`config.mk`:
```
export PLATFORM = sky130hd
export DESIGN_NAME = hilo_muldiv_unit
export DESIGN_NICKNAME = d
export VERILOG_FILES = /design/src/rtl/hilo_muldiv_unit.sv
export SDC_FILE = /design/constraint.sdc
export NUM_CORES = 1
export LEC_CHECK = 0
export CAP_MARGIN = 0
export CORE_MARGIN = 2
export CORE_UTILIZATION = 56
export DETAILED_ROUTE_END_ITERATION = 6
export PLACE_DENSITY = 0.79
export SLEW_MARGIN = 20
export SYNTH_ARGS = -nofsm -noshare
export SYNTH_HDL_FRONTEND = slang
export SYNTH_SLANG_ARGS = --single-unit
export TNS_END_PERCENT = 20
```
`constraint.sdc`:
```
create_clock -name Clk -period 6.48 [get_ports Clk]
set_input_delay 0.648 -clock Clk [delete_from_list [all_inputs] [get_ports Clk]]
set_output_delay 0.648 -clock Clk [all_outputs]
set_load 0.005 [all_outputs]
```
`src/rtl/hilo_muldiv_unit.sv`:
```
// HI/LO register pair with a multi-cycle shift-add multiplier for mult, multu, madd and msub.
// mthi/mtlo write HI/LO in a single cycle; multiply-class ops hold the unit busy for ITER+1 edges.
module hilo_muldiv_unit #(
    parameter int DATA_W     = 32,
    parameter int RADIX_BITS = 1
) (
    input  logic              Clk,
    input  logic              Reset,
    input  logic              OpValid,
    input  logic [2:0]        Op,
    input  logic [DATA_W-1:0] A,
    input  logic [DATA_W-1:0] B,
    output logic              OpReady,
    output logic              Busy,
    output logic              Done,
    output logic [DATA_W-1:0] HI,
    output logic [DATA_W-1:0] LO
);
    localparam int ITER  = DATA_W / RADIX_BITS;
    localparam int CNT_W = (ITER > 1) ? $clog2(ITER) : 1;
    localparam int PW    = 2 * DATA_W;

    localparam logic [2:0] OP_MULT  = 3'd1;
    localparam logic [2:0] OP_MULTU = 3'd2;
    localparam logic [2:0] OP_MADD  = 3'd3;
    localparam logic [2:0] OP_MSUB  = 3'd4;
    localparam logic [2:0] OP_MTHI  = 3'd5;
    localparam logic [2:0] OP_MTLO  = 3'd6;

    typedef enum logic [1:0] {S_IDLE, S_MUL, S_FIN} state_e;

    state_e            state_q;
    logic [CNT_W-1:0]  cnt_q;
    logic [PW-1:0]     mcand_q;
    logic [DATA_W-1:0] mplier_q;
    logic [PW-1:0]     prod_q;
    logic              sign_q;
    logic [2:0]        op_q;
    logic [DATA_W-1:0] hi_q, lo_q;
    logic              done_q;

    logic              is_signed;
    logic [DATA_W-1:0] a_mag, b_mag;
    logic [PW-1:0]     prod_d, fin_p, res_d;

    // Signed ops multiply magnitudes; the sign is reapplied once at FIN.
    assign is_signed = (Op == OP_MULT) || (Op == OP_MADD) || (Op == OP_MSUB);
    assign a_mag     = (is_signed && A[DATA_W-1]) ? -A : A;
    assign b_mag     = (is_signed && B[DATA_W-1]) ? -B : B;

    always_comb begin
        prod_d = prod_q;
        for (int i = 0; i < RADIX_BITS; i++)
            if (mplier_q[i]) prod_d = prod_d + (mcand_q << i);
    end

    assign fin_p = sign_q ? -prod_q : prod_q;

    always_comb begin
        res_d = fin_p;
        case (op_q)
            OP_MADD: res_d = {hi_q, lo_q} + fin_p;
            OP_MSUB: res_d = {hi_q, lo_q} - fin_p;
            default: res_d = fin_p;
        endcase
    end

    always_ff @(posedge Clk or posedge Reset) begin
        if (Reset) begin
            state_q  <= S_IDLE;
            cnt_q    <= '0;
            mcand_q  <= '0;
            mplier_q <= '0;
            prod_q   <= '0;
            sign_q   <= 1'b0;
            op_q     <= '0;
            hi_q     <= '0;
            lo_q     <= '0;
            done_q   <= 1'b0;
        end else begin
            done_q <= 1'b0;
            case (state_q)
                S_IDLE: if (OpValid) begin
                    case (Op)
                        OP_MTHI: begin hi_q <= A; done_q <= 1'b1; end
                        OP_MTLO: begin lo_q <= A; done_q <= 1'b1; end
                        OP_MULT, OP_MULTU, OP_MADD, OP_MSUB: begin
                            mcand_q  <= {{DATA_W{1'b0}}, a_mag};
                            mplier_q <= b_mag;
                            sign_q   <= is_signed & (A[DATA_W-1] ^ B[DATA_W-1]);
                            prod_q   <= '0;
                            op_q     <= Op;
                            cnt_q    <= '0;
                            state_q  <= S_MUL;
                        end
                        default: ;
                    endcase
                end
                S_MUL: begin
                    prod_q   <= prod_d;
                    mcand_q  <= mcand_q << RADIX_BITS;
                    mplier_q <= mplier_q >> RADIX_BITS;
                    cnt_q    <= cnt_q + CNT_W'(1);
                    if (cnt_q == CNT_W'(ITER - 1)) state_q <= S_FIN;
                end
                S_FIN: begin
                    {hi_q, lo_q} <= res_d;
                    done_q       <= 1'b1;
                    cnt_q        <= '0;
                    state_q      <= S_IDLE;
                end
                default: state_q <= S_IDLE;
            endcase
        end
    end

    assign OpReady = (state_q == S_IDLE);
    assign Busy    = ~OpReady;
    assign Done    = done_q;
    assign HI      = hi_q;
    assign LO      = lo_q;
endmodule

```
==> results of run 1 <==
[worst max-delay path: cells and delay by family, from the launching register on]
family / cells / cell delay (ns)
adder cells (fa/ha/maj): 1 / 0.37
buffers and inverters: 2 / 0.30
multiplexers: 1 / 0.20
XOR/XNOR: 3 / 0.53
AND/OR/NAND/NOR: 11 / 3.51
AO/OA/AOI/OAI: 3 / 0.76
flip-flops: 1 / 0.47
[how the worst min path moves through the flow]
stage	start	depth (start not counted)	slack, ns	end
2_1_floorplan	mplier_q[25]	2	0.45	mplier_q[25]
3_3_place_gp	mplier_q[25]	2	0.46	mplier_q[25]
3_5_place_dp	op_q[1]	2	0.49	op_q[1]
4_1_cts	Reset	2	0.35	LO[19]
5_1_grt	Reset	2	0.39	LO[19]
6_report	Reset	2	0.36	LO[19]
[metrics by stage]
stage / hold WS (ns) / std cells / util, % / setup slack, ns / instance area (um^2)
6_report: 0.364 / 3507 / 66.9 / 0.206 / 25700
5_1_grt: 0.393 / 3506 / 66.8 / -0.0880 / 25700
4_1_cts: 0.347 / 3498 / 66.0 / 0.00695 / 25300
3_5_place_dp: 0.491 / 3444 / 63.5 / -0.0839 / 24400
3_3_place_gp: 0.464 / 3444 / 63.5 / 0.0320 / 24400
2_1_floorplan: 0.451 / 2783 / - / 0.0173 / 21700
[layout by cell type (no fill, tap or decap), drive strengths merged, types with 18 or more instances in the layout]
| cell type | n |
|---|---|
| and2 | 18 |
| inv | 56 |
| or3 | 27 |
| clkdlybuf4s50 | 136 |
| buf | 181 |
| o31ai | 52 |
| a21oi | 231 |
| o41ai | 22 |
| o21ai | 287 |
| o211ai | 26 |
| nor2 | 237 |
| nor2b | 19 |
| o21bai | 29 |
| nand2b | 26 |
| a22oi | 21 |
| ha | 132 |
| clkbuf | 41 |
| nand2 | 297 |
| xnor2 | 157 |
| xor2 | 142 |
| nand4 | 34 |
| a21o | 69 |
| nand3 | 76 |
| a211oi | 44 |
| nor3 | 52 |
| o22ai | 45 |
| a31oi | 38 |
| nor4 | 32 |
| or4 | 22 |
| dfrtp | 236 |
| mux2i | 19 |
[layout make-up]
class / instances / area share (%)
multi-input combinational: 2324 / 59.1
clock inverter: 13 / 0.454
tap: 518 / 2.53
antenna: 2 / 0.0195
sequential: 236 / 23.0
inverter: 56 / 0.834
timing repair buffer: 317 / 10.7
clock buffer: 41 / 3.28
[kinds of logic after synthesis]
kind of cell	count (synthesis)	share of synthesized area (%)
compound gates	953	27.4
simple gates	913	20.2
xor+xnor	299	12.1
mux	25	1.19
fa+ha+maj	134	7.81
flops	236	27.3
buf+inv	223	3.98
[metal layers]
layer / track usage (%) / up-vias
met5: 0 / -
met4: 13.9 / 0
met3: 5.24 / 152
met2: 56.7 / 1017
met1: 52.8 / 10821
li1: - / 10556
[sequential cells by signal, summed over array words and instances, names as in the netlist]
signal    count
mcand_q      64
op_q          3
cnt_q         5
prod_q       64
mplier_q     32
sign_q        1
Done          1
HI           32
LO           32
state_q       2
[timing repair]
action	4_1_cts	5_1_grt
hold buffers	0	0
buffers inserted	0	6
setup endpoints to repair	3	27
endpoints found under the hold margin	0	0
gates resized for setup	2	51
pin swaps	0	16
==> flow_summary.ini, run 1 <==
[run_status]
status = finished with violations
violations = design-rule violations

[drt]
wl_met3_um = 6740
top_layer = met4
drt-total-wl_um = 76200
drt-met1-wl_um = 33500
vias = 22546
drc = 1
dr.first_iter.drc_count = 2217
viasPerCell = 6.43
first_pass_iters = 7
ant_nets = 0
routedWlPerCell_um = 21.7
wl_met2_um = 32900

[clock_network]
numCtsBuffers = 29
cts_tree = yes
cts_sinks = 236
cts.reportedPaths.clkPinSlew_ns = 0.06
clock_latency_ns = 0.61
ctsHtreeMaxLevel = 1
ctsRootBufferMaster = clkbuf_16
cts_buffer_depth = 3

[global_route]
grt_max_degree = 176
grt_usage_pct = 36.9
grt_pass1_vias = 21363
grt_pass1_wl_um = 120000
antenna_found_initial = 2
overflow = 0

[logic_synthesis]
synthCells = 2783
synth_seq_cells = 236
async_flop_share_pct = 100
synthFlopType = dfrtp_1
post-synth-top-count-cell = nand2_1
synth_edf_count = 0
synth_area_leaders = dfrtp_1 (27%), ha_1 (7.6%), o21ai_0 (6.6%), xnor2_1 (6.4%), xor2_1 (5.7%)
syn-mean-instance-area_um2 = 7.78
syn_area_mm2 = 0.0217
yosys_warnings = 0
synth.distinct_cells = 82
yosysTopAreaCell = dfrtp_1
synth.net_count = 2987
netlist_top_cells_count = nand2_1 (297), o21ai_0 (284), nor2_1 (237), dfrtp_1 (236), a21oi_1 (231)
yosys.area.top_type_share_pct = 27.3
ys_seq_area_share_pct = 27.3

[worst_setup_path]
crit_path_end = HI[31]
reg2reg_depth = 21
r2r_slack_ns = 0.21
crit_chain = or4_4, or4_4, buf_4, or4_4, o41ai_4, xor2_2, nand4_2, nand2b_4, or2_1, nor4_4, inv_1, o21a_1, xnor2_1, ha_1, nand4_1, nor2_1, nand4_1, a22oi_2, xnor2_1, mux2i_1, nor2_1
cp.arrival_ns = 6.77
path_max_fanout = 8
worst_r2r_startpoint = prod_q[9]
end_kind = flop
crit_path_frequent_cell = or4_4
r2r_end = HI[31]
critical_path.max_stage_delay_ns = 0.62
cp.required_ns = 6.97
crit_slowest_cell = or4_4
critPathLaunch = prod_q[9]
startpoint_type = flop
worstSetupPathType = reg -> reg

[cells_and_area]
regArea_mm2 = 0.00591
drive_gt1_share_pct = 10.5
layout.nets = 3168
fillers = 3378
synthToLayoutAreaGrowth_pct = 18.5
multi_input_area_mm2 = 0.0152

[floorplan]
rows = 72
coreArea_mm2 = 0.0384
initial_core_util_pct = 56.4
boundaryPins = 137
dieArea_mm2 = 0.0403
dieHeight_um = 201
dieWidth_um = 201

[sta]
finalHoldViolCount = 0
worstMarginPinSlew_ns = 1.22
skew_ns = 0.0334
finalSetupViolCount = 0
slew_violations = 0
finalCriticalPeriod_ns = 6.27
fin_setup_tns_ns = 0
slew-limit-headroom_pct = 18.4
rsz0062_at_grt = true
timing.final.crit_share_pct = 96.8
fmax_mhz = 159

[placed_design]
port_buffers = 136
gp_congestion = 1.00
hpwl_um = 57000

[hold_path]
min_path_type = in -> async

[job]
maxCapViolCount = 0
Power of run 1 is not shown: default switching activity piles up to over one toggle a cycle in this logic, so the estimate is an artifact.
==> inputs of run 2 (changes only) <==
Settings changed: MAX_ROUTING_LAYER from default to met4.
==> flow_summary.ini, run 2 (synthesis gave the netlist of run 1 again) <==
[clock_network]
numCtsBuffers = 30
ctsRootBufferMaster = clkbuf_16
cts_sinks = 236
cts.reportedPaths.clkPinSlew_ns = 0.06
ctsHtreeMaxLevel = 1
clock_latency_ns = 0.61
cts_tree = yes
cts_buffer_depth = 3

[floorplan]
dieHeight_um = 201
rows = 72
initial_core_util_pct = 56.4
coreArea_mm2 = 0.0384
boundaryPins = 137
dieWidth_um = 201
dieArea_mm2 = 0.0403

[drt]
ant_nets = 0
drt-total-wl_um = 77000
routedWlPerCell_um = 21.9
drc = 0
viasPerCell = 6.44
first_pass_iters = 6
dr.first_iter.drc_count = 1936
vias = 22659

[worst_setup_path]
reg2reg_depth = 22
r2r_end = HI[14]
worstSetupPathType = reg -> reg
path_max_fanout = 7
cp.required_ns = 6.99
startpoint_type = flop
cp.arrival_ns = 6.80
r2r_slack_ns = 0.20
end_kind = flop
crit_path_end = HI[14]
worst_r2r_startpoint = prod_q[10]
critPathLaunch = prod_q[10]

[cells_and_area]
layout.nets = 3183
synthToLayoutAreaGrowth_pct = 18.8
top_regs = mcand_q (64), prod_q (64)
layout_common_cells = nand2_1 (296), o21ai_0 (273), dfrtp_1 (235)
mostFrequentLayoutCell = nand2_1
finalInstanceArea_mm2 = 0.0257
drive_gt1_share_pct = 10.5

[sta]
finalCriticalPeriod_ns = 6.28
finalHoldViolCount = 0
slew_violations = 0
worstMarginPinSlew_ns = 1.20
fmax_mhz = 159
finalSetupViolCount = 0
fin_setup_tns_ns = 0
timing.final.crit_share_pct = 97.0
slew-limit-headroom_pct = 19.8
rsz0062_at_grt = true
skew_ns = 0.0249

[placed_design]
hpwl_um = 57900
port_buffers = 136
detailed_place.area_mm2 = 0.0245
gp_congestion = 1.04

[global_route]
overflow = 0
grt_pass1_wl_um = 120000
grt_usage_pct = 38.4
antenna_found_initial = 3
grt_pass1_vias = 21402
grt_max_degree = 161

[job]
maxCapViolCount = 0

[hold_path]
min_path_type = reg -> reg

[run_status]
status = finished clean
[run 2: timing repair]
item	in CTS	in global routing
hold buffers	0	0
gates cloned	0	0
pin swaps	0	7
gates resized for setup	3	34
setup buffers	0	1
setup endpoints to repair	4	25
[run 2: layer usage]
layer | up-vias | routed length, um | part of all wire, % | GRT usage (%)
met4 | 0 | 3100 | 4.0 | 14.1
met1 | 10861 | 33200 | 43 | 51.6
met2 | 1046 | 33100 | 43 | 57.0
met5 | - | 0 | 0 | -
li1 | 10595 | - | - | -
met3 | 157 | 7630 | 9.9 | 8.47
[run 2: cell type report]
type	count	area [um^2]
antenna	4	10.0
clock buffer	38	821
fill	3313	12700
multi-input combinational	2324	15100
tap	518	648
clock inverter	14	230
timing repair buffer	331	2840
sequential	236	5910
inverter	56	214
[run 2: worst max-delay path: stages (launching register included)]
cell and delay [ns]:
dfrtp_1 0.47, or4_4 0.58, or4_4 0.59, o21ai_0 0.21, xor2_1 0.21, nand3_1 0.11, or2_2 0.32, or3_1 0.43
o21ai_0 0.22, xnor2_1 0.09, ha_1 0.38, a311oi_1 0.29, nand2_1 0.10, o22a_1 0.24, a221o_1 0.31, a41oi_1 0.23
o31a_1 0.25, buf_4 0.14, o21a_1 0.18, o21ai_0 0.18, nand4_1 0.19, mux2_2 0.35, a21oi_1 0.12
[run 2: worst min-delay path by stage]
| stage | from | end | slack (ns) | cells past startpoint |
|---|---|---|---|---|
| after floorplan | mplier_q[25] | mplier_q[25] | 0.45 | 2 |
| after global placement | mplier_q[25] | mplier_q[25] | 0.46 | 2 |
| after detailed placement | mplier_q[25] | mplier_q[25] | 0.48 | 2 |
| after CTS | mplier_q[25] | mplier_q[25] | 0.49 | 2 |
| after global routing | prod_q[63] | prod_q[63] | 0.51 | 1 |
| final | mplier_q[23] | mplier_q[23] | 0.49 | 2 |
[run 2: metrics by stage]
step	cells	utilization (%)	hold slack [ns]	setup slack, ns
after CTS	3516	66.7	0.491	0.00142
after detailed placement	3464	64.0	0.477	-0.0536
after floorplan	2783	-	0.451	0.0173
final	3521	67.0	0.488	0.196
after global placement	3464	63.9	0.464	0.0572
after global routing	3520	67.0	0.514	-0.0823
Power of run 2 is left out for the same reason.
==> inputs of run 3 (changes only) <==
Settings changed: GPL_TIMING_DRIVEN from default to 0, PLACE_DENSITY 0.79 to 0.8.
==> flow_summary.ini, run 3 (synthesis gave the netlist of run 1 again) <==
[placed_design]
hpwl_um = 64000
detailed_place.area_mm2 = 0.0238
port_buffers = 135
gp_congestion = 1.05
preCtsSetupSlack_ns = -1.41

[drt]
first_pass_iters = 7
routedWlPerCell_um = 23.5
vias = 23553
drt-total-wl_um = 83100
drc = 1
dr.first_iter.drc_count = 2717
ant_nets = 0
viasPerCell = 6.65

[worst_setup_path]
crit_path_frequent_cell = nand2_1
cp.arrival_ns = 6.87
path_max_fanout = 10
cp.required_ns = 6.91
r2r_end = HI[19]
crit_slowest_cell = or4_4
critical_path.max_stage_delay_ns = 0.57
crit_buf_inv = 3
reg2reg_depth = 25
crit_cells = 25
startpoint_type = flop
worst_r2r_startpoint = prod_q[8]
worstSetupPathType = reg -> reg
r2r_slack_ns = 0.04
cp_top_family = simple AND/OR/NAND/NOR gates
end_kind = flop

[clock_network]
hold_buffers = 0
clock_latency_ns = 0.58
cts_tree = yes
numCtsBuffers = 29
ctsRootBufferMaster = clkbuf_16
ctsHtreeMaxLevel = 1
cts_sinks = 236
cts_buffer_depth = 3
cts.reportedPaths.clkPinSlew_ns = 0.06

[floorplan]
coreArea_mm2 = 0.0384
dieWidth_um = 201
dieHeight_um = 201
dieArea_mm2 = 0.0403
boundaryPins = 137
rows = 72
initial_core_util_pct = 56.4

[cells_and_area]
layout_common_cells = nand2_1 (296), o21ai_0 (274), dfrtp_1 (234)
synthToLayoutAreaGrowth_pct = 19.5
mostFrequentLayoutCell = nand2_1
top_regs = mcand_q (64), prod_q (64)
layout.nets = 3207
finalInstanceArea_mm2 = 0.0259
drive_gt1_share_pct = 8.63

[sta]
skew_ns = 0.0167
slew_violations = 0
finalHoldViolCount = 0
fmax_mhz = 155
rsz0062_at_grt = true
timing.final.crit_share_pct = 99.3
holdWs_ns = 0.389
slew-limit-headroom_pct = 21.3
finalCriticalPeriod_ns = 6.44
setup_ws_ns = 0.0435
finalSetupViolCount = 0
worstMarginPinSlew_ns = 1.16

[run_status]
violations = design-rule violations
status = finished with violations

[hold_path]
min_path_type = in -> async

[global_route]
grt_max_degree = 34
antenna_found_initial = 0
grt_pass1_wl_um = 127000
grt_usage_pct = 41.2
overflow = 0
grt_pass1_vias = 22164

[job]
maxCapViolCount = 0
## run 3: timing repair
| item | in CTS | in global routing |
|---|---|---|
| pin swaps | 23 | 31 |
| gates resized for setup | 68 | 83 |
| buffers inserted | 27 | 33 |
| setup endpoints to repair | 42 | 28 |
## run 3: routing by layer
| layer | vias up | track usage (%) | wire [um] |
|---|---|---|---|
| met2 | 1445 | 61.3 | 35400 |
| met1 | 11129 | 52.8 | 32800 |
| met4 | 0 | 24.7 | 6000 |
| met3 | 338 | 6.98 | 8890 |
| met5 | - | - | 0 |
| li1 | 10641 | - | - |
## run 3: worst max-delay path by stage
| stage | from | end | slack (ns) |
|---|---|---|---|
| floorplan | prod_q[0] | HI[25] | 0.02 |
| CTS | prod_q[8] | HI[29] | -0.01 |
| global placement | prod_q[0] | HI[27] | -1.71 |
| finish | prod_q[8] | HI[19] | 0.04 |
| global route | sign_q | LO[29] | -0.11 |
| detailed placement | prod_q[0] | HI[28] | -1.41 |
## run 3: cell type report
type,count,area (um^2)
clock buffers,39,823
fillers,3298,12500
plain buffers,153,623
diodes,1,2.50
repair buffers,203,1980
clock inverters,14,160
well taps,518,648
inverters,56,219
flip-flops and latches,236,5910
multi-input cells,2324,15500
## run 3: stage by stage
stage	instances	setup TNS, ns	utilization [%]
finish	3544	0	67.4
global route	3543	-0.803	67.4
CTS	3518	-0.0431	65.8
detailed placement	3444	-29.99	62.1
global placement	3436	-35.59	61.6
floorplan	2783	0	-
Power of run 3 is left out for the same reason.
